===== src/rtl/data_memory_stage.sv =====
// Data memory stage: carries each instruction through DM1/DM2/DM3, aligns stores, extends loads.
// Latency: capture edge to write-back is 3 edges (DM1 -> DM2 -> DM3); each stall cycle adds one.
// Backpressure: while a DM1 request waits for CACHE_READY, STALL_OUT holds upstream and DM1; DM2 takes bubbles.
module data_memory_stage #(
  parameter logic HIGH = 1'b1
) (
  input  logic        CLK,
  input  logic        RST_N,
  input  logic [4:0]  RD_ADDRESS_IN,
  input  logic [31:0] ALU_OUT_IN,
  input  logic [2:0]  DATA_CACHE_LOAD_IN,
  input  logic [1:0]  DATA_CACHE_STORE_IN,
  input  logic [31:0] DATA_CACHE_STORE_DATA_IN,
  input  logic        WRITE_BACK_MUX_SELECT_IN,
  input  logic        RD_WRITE_ENABLE_IN,
  output logic        CACHE_REQ,
  output logic [31:0] CACHE_ADDR,
  output logic [3:0]  CACHE_WE,
  output logic [31:0] CACHE_WDATA,
  input  logic        CACHE_READY,
  input  logic [31:0] CACHE_RDATA,
  output logic        STALL_OUT,
  output logic [31:0] RS_DATA_DM1,
  output logic [31:0] RS_DATA_DM2,
  output logic [31:0] RS_DATA_DM3,
  output logic [4:0]  RD_ADDRESS_DM1,
  output logic [4:0]  RD_ADDRESS_DM2,
  output logic [4:0]  RD_ADDRESS_DM3,
  output logic        RD_WRITE_ENABLE_DM1,
  output logic        RD_WRITE_ENABLE_DM2,
  output logic        RD_WRITE_ENABLE_DM3,
  output logic        IS_LOAD_DM1,
  output logic        IS_LOAD_DM2,
  output logic [4:0]  RD_ADDRESS_OUT,
  output logic [31:0] RD_DATA_OUT,
  output logic        RD_WRITE_ENABLE_OUT,
  output logic        MISALIGNED_OUT
);

  localparam logic [2:0] LD_NONE = 3'd0;
  localparam logic [2:0] LD_LB   = 3'd1;
  localparam logic [2:0] LD_LH   = 3'd2;
  localparam logic [2:0] LD_LW   = 3'd3;
  localparam logic [2:0] LD_LBU  = 3'd4;
  localparam logic [2:0] LD_LHU  = 3'd5;
  localparam logic [1:0] ST_NONE = 2'd0;
  localparam logic [1:0] ST_SB   = 2'd1;
  localparam logic [1:0] ST_SH   = 2'd2;
  localparam logic [1:0] ST_SW   = 2'd3;

  // DM1 slot: raw copy of the execution-stage outputs
  logic [4:0]  dm1_rd_q, dm1_rd_d;
  logic [31:0] dm1_alu_q, dm1_alu_d;
  logic [2:0]  dm1_ld_q, dm1_ld_d;
  logic [1:0]  dm1_st_q, dm1_st_d;
  logic [31:0] dm1_sdat_q, dm1_sdat_d;
  logic        dm1_wbsel_q, dm1_wbsel_d;
  logic        dm1_we_q, dm1_we_d;

  // DM2 slot: load kind is NONE for non-loads and misaligned loads
  logic [4:0]  dm2_rd_q, dm2_rd_d;
  logic [31:0] dm2_alu_q, dm2_alu_d;
  logic [2:0]  dm2_ld_q, dm2_ld_d;
  logic        dm2_wbsel_q, dm2_wbsel_d;
  logic        dm2_we_q, dm2_we_d;
  logic        dm2_mis_q, dm2_mis_d;

  // DM3 slot: final write-back triple plus misalignment flag
  logic [4:0]  dm3_rd_q, dm3_rd_d;
  logic [31:0] dm3_data_q, dm3_data_d;
  logic        dm3_we_q, dm3_we_d;
  logic        dm3_mis_q, dm3_mis_d;

  logic        dm1_is_load;
  logic        dm1_is_store;
  logic        dm1_misaligned;
  logic        cache_req;
  logic        stall;
  logic [3:0]  cache_we;
  logic [31:0] cache_wdata;
  logic [7:0]  ld_byte;
  logic [15:0] ld_half;
  logic [31:0] load_ext;

  // DM1 decode: misalignment check, request, and lane-aligned store strobes/data
  always_comb begin
    dm1_is_load = (dm1_ld_q == LD_LB) || (dm1_ld_q == LD_LH) || (dm1_ld_q == LD_LW) ||
                  (dm1_ld_q == LD_LBU) || (dm1_ld_q == LD_LHU);
    dm1_is_store = (dm1_st_q != ST_NONE);
    dm1_misaligned = 1'b0;
    case (dm1_ld_q)
      LD_LH, LD_LHU: dm1_misaligned = dm1_alu_q[0];
      LD_LW:         dm1_misaligned = |dm1_alu_q[1:0];
      default:       ;
    endcase
    case (dm1_st_q)
      ST_SH:   if (dm1_alu_q[0]) dm1_misaligned = 1'b1;
      ST_SW:   if (|dm1_alu_q[1:0]) dm1_misaligned = 1'b1;
      default: ;
    endcase
    cache_req = (dm1_is_load | dm1_is_store) & ~dm1_misaligned;
    stall = cache_req & ~CACHE_READY;
    cache_we = 4'b0000;
    cache_wdata = 32'h0;
    case (dm1_st_q)
      ST_SB: begin
        cache_we = 4'b0001 << dm1_alu_q[1:0];
        cache_wdata = {4{dm1_sdat_q[7:0]}};
      end
      ST_SH: begin
        cache_we = 4'b0011 << dm1_alu_q[1:0];
        cache_wdata = {2{dm1_sdat_q[15:0]}};
      end
      ST_SW: begin
        cache_we = 4'b1111;
        cache_wdata = dm1_sdat_q;
      end
      default: ;
    endcase
    // Strobes only ever accompany a live request
    if (!cache_req) cache_we = 4'b0000;
  end

  // DM2 load path: pick the addressed lane of the returned word and extend it
  always_comb begin
    case (dm2_alu_q[1:0])
      2'd0:    ld_byte = CACHE_RDATA[7:0];
      2'd1:    ld_byte = CACHE_RDATA[15:8];
      2'd2:    ld_byte = CACHE_RDATA[23:16];
      default: ld_byte = CACHE_RDATA[31:24];
    endcase
    ld_half = dm2_alu_q[1] ? CACHE_RDATA[31:16] : CACHE_RDATA[15:0];
    case (dm2_ld_q)
      LD_LB:   load_ext = {{24{ld_byte[7]}}, ld_byte};
      LD_LH:   load_ext = {{16{ld_half[15]}}, ld_half};
      LD_LBU:  load_ext = {24'h0, ld_byte};
      LD_LHU:  load_ext = {16'h0, ld_half};
      default: load_ext = CACHE_RDATA;
    endcase
  end

  // Slot advance: DM1 holds on stall and DM2 takes a bubble; DM2->DM3 always moves
  always_comb begin
    dm1_rd_d    = dm1_rd_q;
    dm1_alu_d   = dm1_alu_q;
    dm1_ld_d    = dm1_ld_q;
    dm1_st_d    = dm1_st_q;
    dm1_sdat_d  = dm1_sdat_q;
    dm1_wbsel_d = dm1_wbsel_q;
    dm1_we_d    = dm1_we_q;
    dm2_rd_d    = 5'd0;
    dm2_alu_d   = 32'h0;
    dm2_ld_d    = LD_NONE;
    dm2_wbsel_d = 1'b0;
    dm2_we_d    = 1'b0;
    dm2_mis_d   = 1'b0;
    if (!stall) begin
      dm1_rd_d    = RD_ADDRESS_IN;
      dm1_alu_d   = ALU_OUT_IN;
      dm1_ld_d    = DATA_CACHE_LOAD_IN;
      dm1_st_d    = DATA_CACHE_STORE_IN;
      dm1_sdat_d  = DATA_CACHE_STORE_DATA_IN;
      dm1_wbsel_d = WRITE_BACK_MUX_SELECT_IN;
      dm1_we_d    = RD_WRITE_ENABLE_IN;
      dm2_rd_d    = dm1_rd_q;
      dm2_alu_d   = dm1_alu_q;
      dm2_ld_d    = (dm1_is_load && !dm1_misaligned) ? dm1_ld_q : LD_NONE;
      dm2_wbsel_d = dm1_wbsel_q & ~dm1_misaligned;
      dm2_we_d    = dm1_we_q & ~dm1_misaligned;
      dm2_mis_d   = dm1_misaligned;
    end
    dm3_rd_d   = dm2_rd_q;
    dm3_data_d = (dm2_wbsel_q && (dm2_ld_q != LD_NONE)) ? load_ext : dm2_alu_q;
    dm3_we_d   = dm2_we_q;
    dm3_mis_d  = dm2_mis_q;
  end

  // Slot registers; reset empties the whole pipeline, including any held request
  always_ff @(posedge CLK or negedge RST_N) begin
    if (!RST_N) begin
      dm1_rd_q    <= 5'd0;
      dm1_alu_q   <= 32'h0;
      dm1_ld_q    <= LD_NONE;
      dm1_st_q    <= ST_NONE;
      dm1_sdat_q  <= 32'h0;
      dm1_wbsel_q <= 1'b0;
      dm1_we_q    <= 1'b0;
      dm2_rd_q    <= 5'd0;
      dm2_alu_q   <= 32'h0;
      dm2_ld_q    <= LD_NONE;
      dm2_wbsel_q <= 1'b0;
      dm2_we_q    <= 1'b0;
      dm2_mis_q   <= 1'b0;
      dm3_rd_q    <= 5'd0;
      dm3_data_q  <= 32'h0;
      dm3_we_q    <= 1'b0;
      dm3_mis_q   <= 1'b0;
    end else begin
      dm1_rd_q    <= dm1_rd_d;
      dm1_alu_q   <= dm1_alu_d;
      dm1_ld_q    <= dm1_ld_d;
      dm1_st_q    <= dm1_st_d;
      dm1_sdat_q  <= dm1_sdat_d;
      dm1_wbsel_q <= dm1_wbsel_d;
      dm1_we_q    <= dm1_we_d;
      dm2_rd_q    <= dm2_rd_d;
      dm2_alu_q   <= dm2_alu_d;
      dm2_ld_q    <= dm2_ld_d;
      dm2_wbsel_q <= dm2_wbsel_d;
      dm2_we_q    <= dm2_we_d;
      dm2_mis_q   <= dm2_mis_d;
      dm3_rd_q    <= dm3_rd_d;
      dm3_data_q  <= dm3_data_d;
      dm3_we_q    <= dm3_we_d;
      dm3_mis_q   <= dm3_mis_d;
    end
  end

  assign CACHE_REQ           = cache_req;
  assign CACHE_ADDR          = {dm1_alu_q[31:2], 2'b00};
  assign CACHE_WE            = cache_we;
  assign CACHE_WDATA         = cache_wdata;
  assign STALL_OUT           = stall ? HIGH : ~HIGH;

  // Forwarding: DM1/DM2 expose the ALU result; DM3 exposes the final write-back value
  assign RS_DATA_DM1         = dm1_alu_q;
  assign RS_DATA_DM2         = dm2_alu_q;
  assign RS_DATA_DM3         = dm3_data_q;
  assign RD_ADDRESS_DM1      = dm1_rd_q;
  assign RD_ADDRESS_DM2      = dm2_rd_q;
  assign RD_ADDRESS_DM3      = dm3_rd_q;
  assign RD_WRITE_ENABLE_DM1 = dm1_we_q & ~dm1_misaligned;
  assign RD_WRITE_ENABLE_DM2 = dm2_we_q;
  assign RD_WRITE_ENABLE_DM3 = dm3_we_q;
  assign IS_LOAD_DM1         = dm1_is_load ? HIGH : ~HIGH;
  assign IS_LOAD_DM2         = (dm2_ld_q != LD_NONE) ? HIGH : ~HIGH;

  assign RD_ADDRESS_OUT      = dm3_rd_q;
  assign RD_DATA_OUT         = dm3_data_q;
  assign RD_WRITE_ENABLE_OUT = dm3_we_q;
  assign MISALIGNED_OUT      = dm3_mis_q ? HIGH : ~HIGH;

endmodule


===== config.mk =====
export PLATFORM = sky130hd
export DESIGN_NAME = data_memory_stage
export DESIGN_NICKNAME = d
export VERILOG_FILES = /design/src/rtl/data_memory_stage.sv
export SDC_FILE = /design/constraint.sdc
export NUM_CORES = 1
export LEC_CHECK = 0
export CORE_AREA = 2 2 130 132
export CTS_CLUSTER_SIZE = 14
export DETAILED_ROUTE_END_ITERATION = 12
export DIE_AREA = 0 0 132 134
export DONT_BUFFER_PORTS = 1
export PLACE_DENSITY_LB_ADDON = 0.3
export SLEW_MARGIN = 20
export SYNTH_ARGS = -nofsm -noshare
export SYNTH_HDL_FRONTEND = slang
export SYNTH_SLANG_ARGS = --single-unit

===== constraint.sdc =====
create_clock -name CLK -period 5.04 [get_ports CLK]
set_input_delay 0.756 -clock CLK [delete_from_list [all_inputs] [get_ports CLK]]
set_output_delay 0.756 -clock CLK [all_outputs]
set_load 0.05 [all_outputs]

==> results of run 1 <==
sequential cells by signal (all words and copies together) (netlist names):
| signal | cells |
|---|---|
| RS_DATA_DM2 | 32 |
| RD_ADDRESS_DM3 | 5 |
| dm1_wbsel_q | 1 |
| RD_WRITE_ENABLE_DM3 | 1 |
| dm1_ld_q | 3 |
| dm2_wbsel_q | 1 |
| dm2_mis_q | 1 |
| RD_ADDRESS_DM2 | 5 |
| RD_WRITE_ENABLE_DM2 | 1 |
| RD_ADDRESS_DM1 | 5 |
| RS_DATA_DM1 | 32 |
| dm1_we_q | 1 |
| dm2_ld_q | 3 |
| RD_DATA_OUT | 32 |
| dm1_sdat_q | 32 |
| dm3_mis_q | 1 |
| dm1_st_q | 2 |
cells in the mapped netlist (3+ instances only):
master,n
dfrtp_1,158
nor2_1,76
buf_4,71
mux2_2,71
nor2b_1,38
o22ai_1,23
a21oi_1,17
a22oi_1,16
clkbuf_1,16
and2_1,11
inv_1,9
a221oi_1,8
a222oi_1,8
buf_2,8
nand2_1,8
a31oi_1,7
buf_6,7
mux4_2,7
nand3_1,7
mux2i_1,6
ha_1,5
mux2_4,4
o21ai_0,4
or2_2,4
nor3_1,3
worst max-delay path, stage by stage (launching register included):
cell,delay [ns]
dfrtp_1,0.41
ha_1,0.47
a31oi_1,0.37
a21oi_2,0.18
a211o_1,0.35
nor2_1,0.74
per-stage QoR:
stage	hold WS, ns	util (%)	cells	worst slack (ns)	instance area [sq um]
detailed placement	0.339	42.3	740	1.77	6890
finish	0.0334	45.9	771	1.34	7470
global placement	0.343	42.3	740	1.87	6890
CTS	0.0117	45.9	771	1.33	7470
global route	0.000458	45.9	771	1.12	7470
floorplan	0.331	-	619	2.02	7300
final cells by class:
class / instances / area [sq um] / share of cell area, %
clock buffers: 17 / 425 / 5.69
clock inverters: 14 / 159 / 2.13
inverters: 10 / 37.5 / 0.502
multi-input cells: 348 / 2590 / 34.7
flip-flops and latches: 158 / 3950 / 52.9
well taps: 220 / 275 / 3.68
repair buffers: 4 / 30.0 / 0.402
cells by family (layout without fill, tap and decap cells):
kind of cell	count (synthesis)	after routing
XOR/XNOR	1	1
AND/OR/NAND/NOR	157	157
flip-flops	158	158
buffers and inverters	113	45
other	1	2
adder cells (fa/ha/maj)	6	6
multiplexers	88	88
AO/OA/AOI/OAI	94	94
cell usage in the layout, fill, tap and decap left out, types with 3 or more instances in the layout:
cell        instances
nand3_1             7
a22oi_1            16
nor3_1              3
o22ai_1            23
nor2b_1            38
dfrtp_1           158
mux2_4              4
nor2_1             76
nand2_1             8
a222oi_1            8
clkbuf_16          17
a21oi_1            17
and2_1             10
a221oi_1            8
a31oi_1             7
buf_4               4
clkinvlp_4          6
mux2i_1             6
or2_2               4
ha_1                5
mux4_2              7
mux2_2             71
inv_1               9
o21ai_0             4
per-layer routing:
metal | GRT usage, % | part of all wire (%) | up-vias
met2 | 35.7 | 50 | 285
met4 | 11.1 | 3.3 | 0
met5 | 0 | 0 | -
met3 | 8.31 | 11 | 33
li1 | - | - | 1919
met1 | 23.6 | 36 | 2258
how the worst max path moves through the flow:
stage / start / to / slack (ns)
4_1_cts: dm1_st_q[0] / CACHE_WE[1] / 1.33
2_1_floorplan: RS_DATA_DM1[0] / CACHE_WE[0] / 2.02
3_5_place_dp: dm1_st_q[0] / CACHE_WE[1] / 1.77
5_1_grt: dm1_st_q[0] / CACHE_WE[2] / 1.12
3_3_place_gp: dm1_st_q[0] / CACHE_WE[1] / 1.87
6_report: dm1_st_q[0] / CACHE_WE[1] / 1.34
==> results.cfg, run 1 <==
[critical_path]
criticalPathCategory = register to output pin
reg2reg_slack_ns = 2.06
r2r_end = RS_DATA_DM1[20]
crit_required_ns = 4.28
rr_startpoint = dm1_st_q[0]
arrival_ns = 2.95
cp_max_fo = 22
worstRegToRegCells = 6
end_kind = output pin
start_kind = register

[sta]
tightest_slew_ns = 1.09
skew_ns = 0.0104
hold_violations = 0
grt_setup_unrepaired = no
fin_crit_ns = 3.70
maxSlewHeadroom_pct = 27.4
post-route-period-util_pct = 73.5
setup_viol = 0
final_max_slew_viol_count = 0
clock.fmax_ghz = 0.270
final.setup.tns_ns = 0

[finish]
nets = 655
n_antenna_cell = 0
drive_above_1_share_pct = 22.9
fill_cells = 1507
area_growth_pct = 2.45

[grt]
antenna_found_initial = 0
grt_pass1_vias = 4654
grt_start_max_net_pins = 159
gr-total-overflow = 0
grt_util_all_layers_pct = 21.3
grt_pass1_wl_microns = 28600

[routing]
postRouteAntennaNets = 0
via_per_inst = 5.83
drt-total-wl_microns = 19000
drc = 0
first_pass_iters = 6
vias = 4495
wl_per_cell_microns = 24.7
drt_iter0_markers = 293

[floorplan]
core_area_sq_um = 16300
die_h_microns = 134
dieArea_sq_um = 17700
start_util_pct = 44.8
dieWidth_microns = 132
row_count = 47
io_pins = 336

[place]
dpl.hpwl_microns = 14000
place_congestion = 0.898
port_buffers = 0

[clock_network]
cts_tree = done
root_buffer = clkbuf_16
postCtsHoldBufs = 0
post_cts_buffers = 0
cts_resized = 0
path_clk_slew_ns = 0.06
clockBufferDepth = 2
insertion_delay_ns = 0.42
htreeDepth = 4
clock-sinks = 158
numCtsBuffers = 17

[flow_run]
drv.max_cap_violation_count = 0

[synth]
yosys_warnings = 0
ys_ff_latch = 158
synthCells = 618
syn-cell-area_sq_um = 7290
ys_seq_area_share_pct = 54.2
synth_area_leader_cell = dfrtp_1
ys.flop_type = dfrtp_1
synthTopCellsByArea = dfrtp_1 54%, mux2_2 11%, buf_4 7.3%
synthMuxAreaShare_pct = 14.8
yosys.area_share.simple_pct = 10.6
synth_fa_ha_area_share_pct = 0.995
syn_avg_cell_area_sq_um = 11.8
synthXorXnorAreaFrac_pct = 0.120
synth_cell_types = 49
synthArstFlopShare_pct = 100
synth_compound_area_share_pct = 8.92
synth.top_cell.area_share_pct = 54.2
synth_edf_count = 0
synth_top_family_by_area = multiplexers

[hold_path]
hold_path_class = primary input to async pin

[run_status]
status = finished clean
Power of run 1 is not shown: default switching activity piles up to over one toggle a cycle in this logic, so the estimate is an artifact.
==> inputs of run 2 (changes only) <==
CORE_AREA = 2 2 132 134   (was 2 2 130 132)
DIE_AREA = 0 0 134 136   (was 0 0 132 134)
clock period = 3.8 ns   (was 5.04 ns; I/O delays follow)
==> results.cfg, run 2 (synthesis gave the netlist of run 1 again) <==
[finish]
fill_cells = 1555
drive_above_1_share_pct = 24.9
area_growth_pct = 3.86
regArea_sq_um = 3950
final_common_cell = dfrtp_1
layout.cells.most_common_list = 158 x dfrtp_1, 76 x nor2_1, 71 x mux2_2
multi_input_comb_area_sq_um = 2590
nets = 671

[critical_path]
critPathMaxStageDelay_ns = 0.52
crit_path_top_delay_cell = and2_1
criticalPathCategory = register to output pin
end_kind = output pin
arrival_ns = 2.71
cp_max_fo = 13
start_kind = register
path_delay_family = simple AND/OR/NAND/NOR gates
path_cells = inv_1 > ha_1 > or2_2 > nor2_1 > nor2_1 > and2_1
worst_path_most_repeated_cell = nor2_1
cp_num_buf_inv = 1
crit_required_ns = 3.23

[floorplan]
dieWidth_microns = 134
dieArea_sq_um = 18200
io_pins = 336
start_util_pct = 43.2
core_area_sq_um = 16900
row_count = 48
die_h_microns = 136

[routing]
postRouteAntennaNets = 0
wl_met2_microns = 9650
drc = 0
via_per_inst = 5.78
routed.top_layer = met4
met1_length_microns = 6900
drt_iter0_markers = 334
drt-total-wl_microns = 19100
wl_per_cell_microns = 24.1
wl_met3_microns = 1970
first_pass_iters = 5
vias = 4585

[clock_network]
cts_tree = done
cts_resized = 0
htreeDepth = 4
path_clk_slew_ns = 0.07
numCtsBuffers = 17
clockBufferDepth = 2
root_buffer = clkbuf_16
insertion_delay_ns = 0.42
post_cts_buffers = 0
clock-sinks = 158

[grt]
antenna_found_initial = 1
grt_util_all_layers_pct = 20.4
grt_start_max_net_pins = 159
grt_pass1_wl_microns = 28000
gr-total-overflow = 0
grt_pass1_vias = 4625

[place]
dpl.hpwl_microns = 14000
port_buffers = 0
place_congestion = 0.862

[sta]
hold_violations = 158
final_max_slew_viol_count = 0
grt_setup_unrepaired = no
setup_viol = 0
final.setup.tns_ns = 0
clock.fmax_ghz = 0.305
skew_ns = 0.0105
post-route-period-util_pct = 86.2
hold_slack_ns = -0.153
maxSlewHeadroom_pct = 28.7
fin_crit_ns = 3.28
tightest_slew_ns = 1.07

[run_status]
status = finished with violations
violations = negative hold slack

[hold_path]
hold_path_class = primary input to async pin

[flow_run]
drv.max_cap_violation_count = 0
run 2: final timing paths:
check	from	end	slack (ns)	cells after the start
min in group CLK	DATA_CACHE_STORE_DATA_IN[17]	dm1_sdat_q[17]	0.30	1
max in group asynchronous	RST_N	dm1_sdat_q[18]	3.78	0
setup reg to reg	RS_DATA_DM1[0]	RS_DATA_DM1[12]	1.14	6
hold reg to reg	dm2_mis_q	dm3_mis_q	0.35	0
setup / recovery	dm1_st_q[0]	CACHE_WDATA[6]	0.52	6
hold / removal	RST_N	RD_DATA_OUT[2]	-0.15	0
run 2: area by class of cell:
type | instances | share of cell area [%]
tap | 225 | 3.72
clock inverter | 13 | 1.42
clock buffer | 18 | 5.80
sequential | 158 | 52.2
antenna | 1 | 0.0330
timing repair buffer | 20 | 2.15
inverter | 10 | 0.496
multi-input combinational | 348 | 34.2
run 2: layer usage:
metal	global-route usage, %	up-vias
li1	-	1959
met1	22.5	2309
met2	35.0	279
met3	8.20	38
met4	8.92	0
met5	0	-
run 2: worst register-to-register path, stage by stage, from the launching register on:
cell and delay (ns):
dfrtp_1 0.63, or2_0 0.32, a31oi_1 0.28, a21oi_2 0.17, nor2_4 0.15, buf_12 0.48, mux2_2 0.50
run 2: through the flow:
stage | hold WS [ns] | area (sq um) | setup WS [ns] | utilization, % | cells
finish | -0.153 | 7570 | 0.524 | 44.9 | 793
global route | -0.188 | 7570 | 0.312 | 44.9 | 792
CTS | -0.179 | 7570 | 0.451 | 44.9 | 792
detailed placement | 0.278 | 7030 | 0.931 | 41.6 | 761
global placement | 0.277 | 7030 | 1.04 | 41.6 | 761
floorplan | 0.274 | 7300 | 0.964 | - | 619
Power of run 2 is left out for the same reason.
==> inputs of run 3 (changes only) <==
clock period = 3.25 ns   (was 3.8 ns; I/O delays follow)
==> results.cfg, run 3 (synthesis gave the netlist of run 1 again) <==
[run_status]
status = finished with violations
violations = negative hold slack

[finish]
nets = 692
fin_area_sq_um = 7820
final_common_cell = dfrtp_1
fill_cells = 1530
drive_above_1_share_pct = 27.7
layout.cells.most_common_list = 158 x dfrtp_1, 76 x nor2_1, 71 x mux2_2
n_antenna_cell = 0
area_growth_pct = 7.21
final_util_pct = 46.3

[critical_path]
critPathMaxStageDelay_ns = 0.53
path_cells = inv_1 > ha_1 > or2_2 > nor2_1 > nor2_1 > and2_1
crit_path_top_delay_cell = and2_1
path_delay_family = simple AND/OR/NAND/NOR gates
cp_max_fo = 9
worst_path_most_repeated_cell = nor2_1
criticalPathCategory = register to output pin
cp_num_buf_inv = 1
start_kind = register
crit_required_ns = 2.76
arrival_ns = 2.48
end_kind = output pin

[sta]
final.setup.tns_ns = 0
final_max_slew_viol_count = 0
post-route-period-util_pct = 91.3
skew_ns = 0.00898
hold_violations = 158
hold_slack_ns = -0.240
clock.fmax_ghz = 0.337
tightest_slew_ns = 1.07
fin_crit_ns = 2.97
setup_viol = 0
grt_setup_unrepaired = no
maxSlewHeadroom_pct = 28.5

[clock_network]
cts_tree = done
path_clk_slew_ns = 0.07
htreeDepth = 4
root_buffer = clkbuf_16
clock-sinks = 158
clockBufferDepth = 2
insertion_delay_ns = 0.42
post_cts_buffers = 0
cts_resized = 0
numCtsBuffers = 17

[routing]
drc = 0
wl_per_cell_microns = 23.7
drt-total-wl_microns = 19300
first_pass_iters = 5
via_per_inst = 5.78
drt_iter0_markers = 370
vias = 4704
postRouteAntennaNets = 0

[place]
port_buffers = 0
place_area_sq_um = 7180
dpl.hpwl_microns = 14200
place_congestion = 0.880

[grt]
gr-total-overflow = 0
grt_start_max_net_pins = 159
grt_pass1_vias = 4721
grt_util_all_layers_pct = 21.0
antenna_found_initial = 0
grt_pass1_wl_microns = 28900

[floorplan]
io_pins = 336
core_area_sq_um = 16900
start_util_pct = 43.2
row_count = 48
die_h_microns = 136
dieArea_sq_um = 18200
dieWidth_microns = 134

[flow_run]
drv.max_cap_violation_count = 0

[hold_path]
hold_path_class = primary input to async pin
## run 3: worst paths after layout
kind / from / to / slack (ns) / cells past startpoint
min: RST_N / RD_DATA_OUT[2] / -0.24 / 0
max reg2reg: RS_DATA_DM1[0] / RS_DATA_DM1[11] / 0.88 / 7
min in group CLK: DATA_CACHE_STORE_DATA_IN[16] / dm1_sdat_q[16] / 0.22 / 1
max in group asynchronous: RST_N / dm2_ld_q[2] / 3.33 / 0
min reg2reg: dm2_mis_q / dm3_mis_q / 0.36 / 0
max: dm1_st_q[0] / CACHE_WDATA[3] / 0.28 / 6
## run 3: worst reg2reg max path, cell delays in order (launching register included)
cell and delay, ns:
dfrtp_1 0.36, buf_4 0.21, or2_0 0.21, a31oi_1 0.29, a21oi_2 0.18, nor2_4 0.17, buf_12 0.34, mux2_2 0.49
## run 3: cell type report
| cell class | instances | area (sq um) | area share, % |
|---|---|---|---|
| Tap cell | 225 | 282 | 3.60 |
| Multi-Input combinational cell | 348 | 2590 | 33.1 |
| Sequential cell | 158 | 3950 | 50.6 |
| Timing Repair Buffer | 41 | 320 | 4.10 |
| Inverter | 10 | 37.5 | 0.480 |
| Clock buffer | 17 | 425 | 5.44 |
| Clock inverter | 15 | 210 | 2.69 |
## run 3: layer usage
metal | GRT usage, % | share of wire, % | vias up
met1 | 23.5 | 35 | 2354
met3 | 9.51 | 12 | 41
li1 | - | - | 2003
met4 | 9.69 | 3.2 | 0
met2 | 34.4 | 50 | 306
met5 | 0 | 0 | -
## run 3: through the flow
step | std cells | setup WS, ns
2_1_floorplan | 619 | 0.497
3_3_place_gp | 782 | 0.841
3_5_place_dp | 782 | 0.709
4_1_cts | 814 | 0.250
5_1_grt | 814 | 0.0594
6_report | 814 | 0.282
Power of run 3 is left out for the same reason.
==> patch (config.mk and constraints of run 3) <==
`HIGH`: 1'b1 -> 1'b0.
--- a/src/rtl/data_memory_stage.sv
+++ b/src/rtl/data_memory_stage.sv
@@ -3,5 +3,5 @@
 // Backpressure: while a DM1 request waits for CACHE_READY, STALL_OUT holds upstream and DM1; DM2 takes bubbles.
 module data_memory_stage #(
-  parameter logic HIGH = 1'b1
+  parameter logic HIGH = 1'b0
 ) (
   input  logic        CLK,
Behaviour: not the same (Yosys sat finds a counterexample within 4 cycles, from zero or initial values and one cycle with RST_N low).
==> patch against run 3 <==
Final area decreased by 0.11%. First-iteration DRC count decreased by 10%. Clock skew increased by 1.3 ps. Sequential cell count unchanged. Critical path depth increased by 2. The run still ends with hold timing left. Setup slack improved by 28 ps. Routed wire length increased by 2.0%. Area after synthesis decreased by 0.24%.
Power is not shown: default switching activity piles up to over one toggle a cycle in this logic, so the estimate is an artifact.
==> patch: results (changes against run 3) <==
Worst setup path
  • Worst setup path endpoint: CACHE_WE[1] (was CACHE_WDATA[3])
  • CP peak stage delay: 390 ps (was 530 ps)
  • Reg2reg end: dm1_sdat_q[6]$_DFFE_PN0N_ (was RS_DATA_DM1[11]$_DFFE_PN0N_)
  • Reg2reg path depth: 8 (was 7)
  • Crit Path Max Fanout: 13 (was 9)

Logic synthesis
  • Seq/Total Area, Yosys: 0.5434 (was 0.5421)
  • Post-Synth XOR/XNOR Area: 0.001204 (was 0.001201)
  • Mean Syn Cell Area: 11.75 um^2 (was 11.80 um^2)
  • Area fraction in compound gates after synthesis: 0.08942 (was 0.08921)
  • Synth top cells by count: dfrtp_1, nor2_1, mux2_2 (was dfrtp_1, nor2_1, buf_4, mux2_2, nor2b_1)

Timing
  • Clk_skew: 10.32 ps (was 8.983 ps)
  • Min Hold Slack: -229.7 ps (was -239.9 ps)
  • Final Hold Fails: 158 (unchanged)
  • Fin crit share: 0.9045 (was 0.9131)
  • Tightest Pin Transition: 1088 ps (was 1072 ps)

Cells and area
  • # nets final: 698 (was 692)
  • Fraction of layout cells with a size suffix above 1: 0.2807 (was 0.2767)

Routing
  • Final WL: 19690 um (was 19310 um)
  • DR iter-0 viols: 332 (was 370)

Global routing
  • Number of global-route vias before repair: 4866 (was 4721)
  • First-pass GRT wire length: 29310 um (was 28890 um)

Run status
  • Outcome: finished, violations left (unchanged)
  • Violated checks: hold timing (unchanged)

Placement
  • Post-DP HPWL: 14850 um (was 14220 um)
  • Inst Count DP: 788 (was 782)
patch: through the flow:
step / util / instance area, um^2
global placement: 0.4279 / 7222
global route: 0.4628 / 7810
detailed placement: 0.4279 / 7222
CTS: 0.4628 / 7810
floorplan: - / 7279
finish: 0.4628 / 7810
patch: per-layer routing:
layer,vias to the layer above,track usage,share of wire
met5,-,0,0
met4,0,0.08747,0.025
met3,33,0.07681,0.095
met2,300,0.3752,0.52
met1,2388,0.2360,0.36
li1,2009,-,-
patch: worst min path at each step:
stage	slack [ps]	end	cells past startpoint
floorplan	190	RD_ADDRESS_DM1[0]$_DFFE_PN0N_	0
global placement	200	RS_DATA_DM1[2]$_DFFE_PN0N_	0
detailed placement	200	dm1_sdat_q[23]$_DFFE_PN0N_	0
CTS	-250	dm1_sdat_q[15]$_DFFE_PN0N_	0
global route	-270	dm1_sdat_q[19]$_DFFE_PN0N_	0
finish	-230	dm1_sdat_q[19]$_DFFE_PN0N_	0
patch: logic make-up (layout without fill, tap and decap cells):
logic type,Yosys count,after routing
DFF,158,158
and+or+nand+nor,157,157
buffers and inverters,114,89
AOI/OAI and AO/OA,94,94
muxes,88,88
adders and majority gates,6,6
other,1,2
xor gates and xnor gates,1,1
patch: cell type report:
class                           count  area (um^2)  share of cell area
Multi-Input combinational cell    348         2575              0.3297
Clock buffer                       19        432.9             0.05543
Tap cell                          225        281.5             0.03605
Clock inverter                     13        155.1             0.01987
Timing Repair Buffer               46        370.4             0.04742
Inverter                           11        41.29            0.005287
Sequential cell                   158         3954              0.5062
patch: critical path: cells and delay by family, from the launching register on:
kind | cells | cell delay (ps)
buf+inv | 3 | 490
fa+ha+maj | 1 | 200
simple gates | 1 | 160
flops | 1 | 390
compound gates | 3 | 790
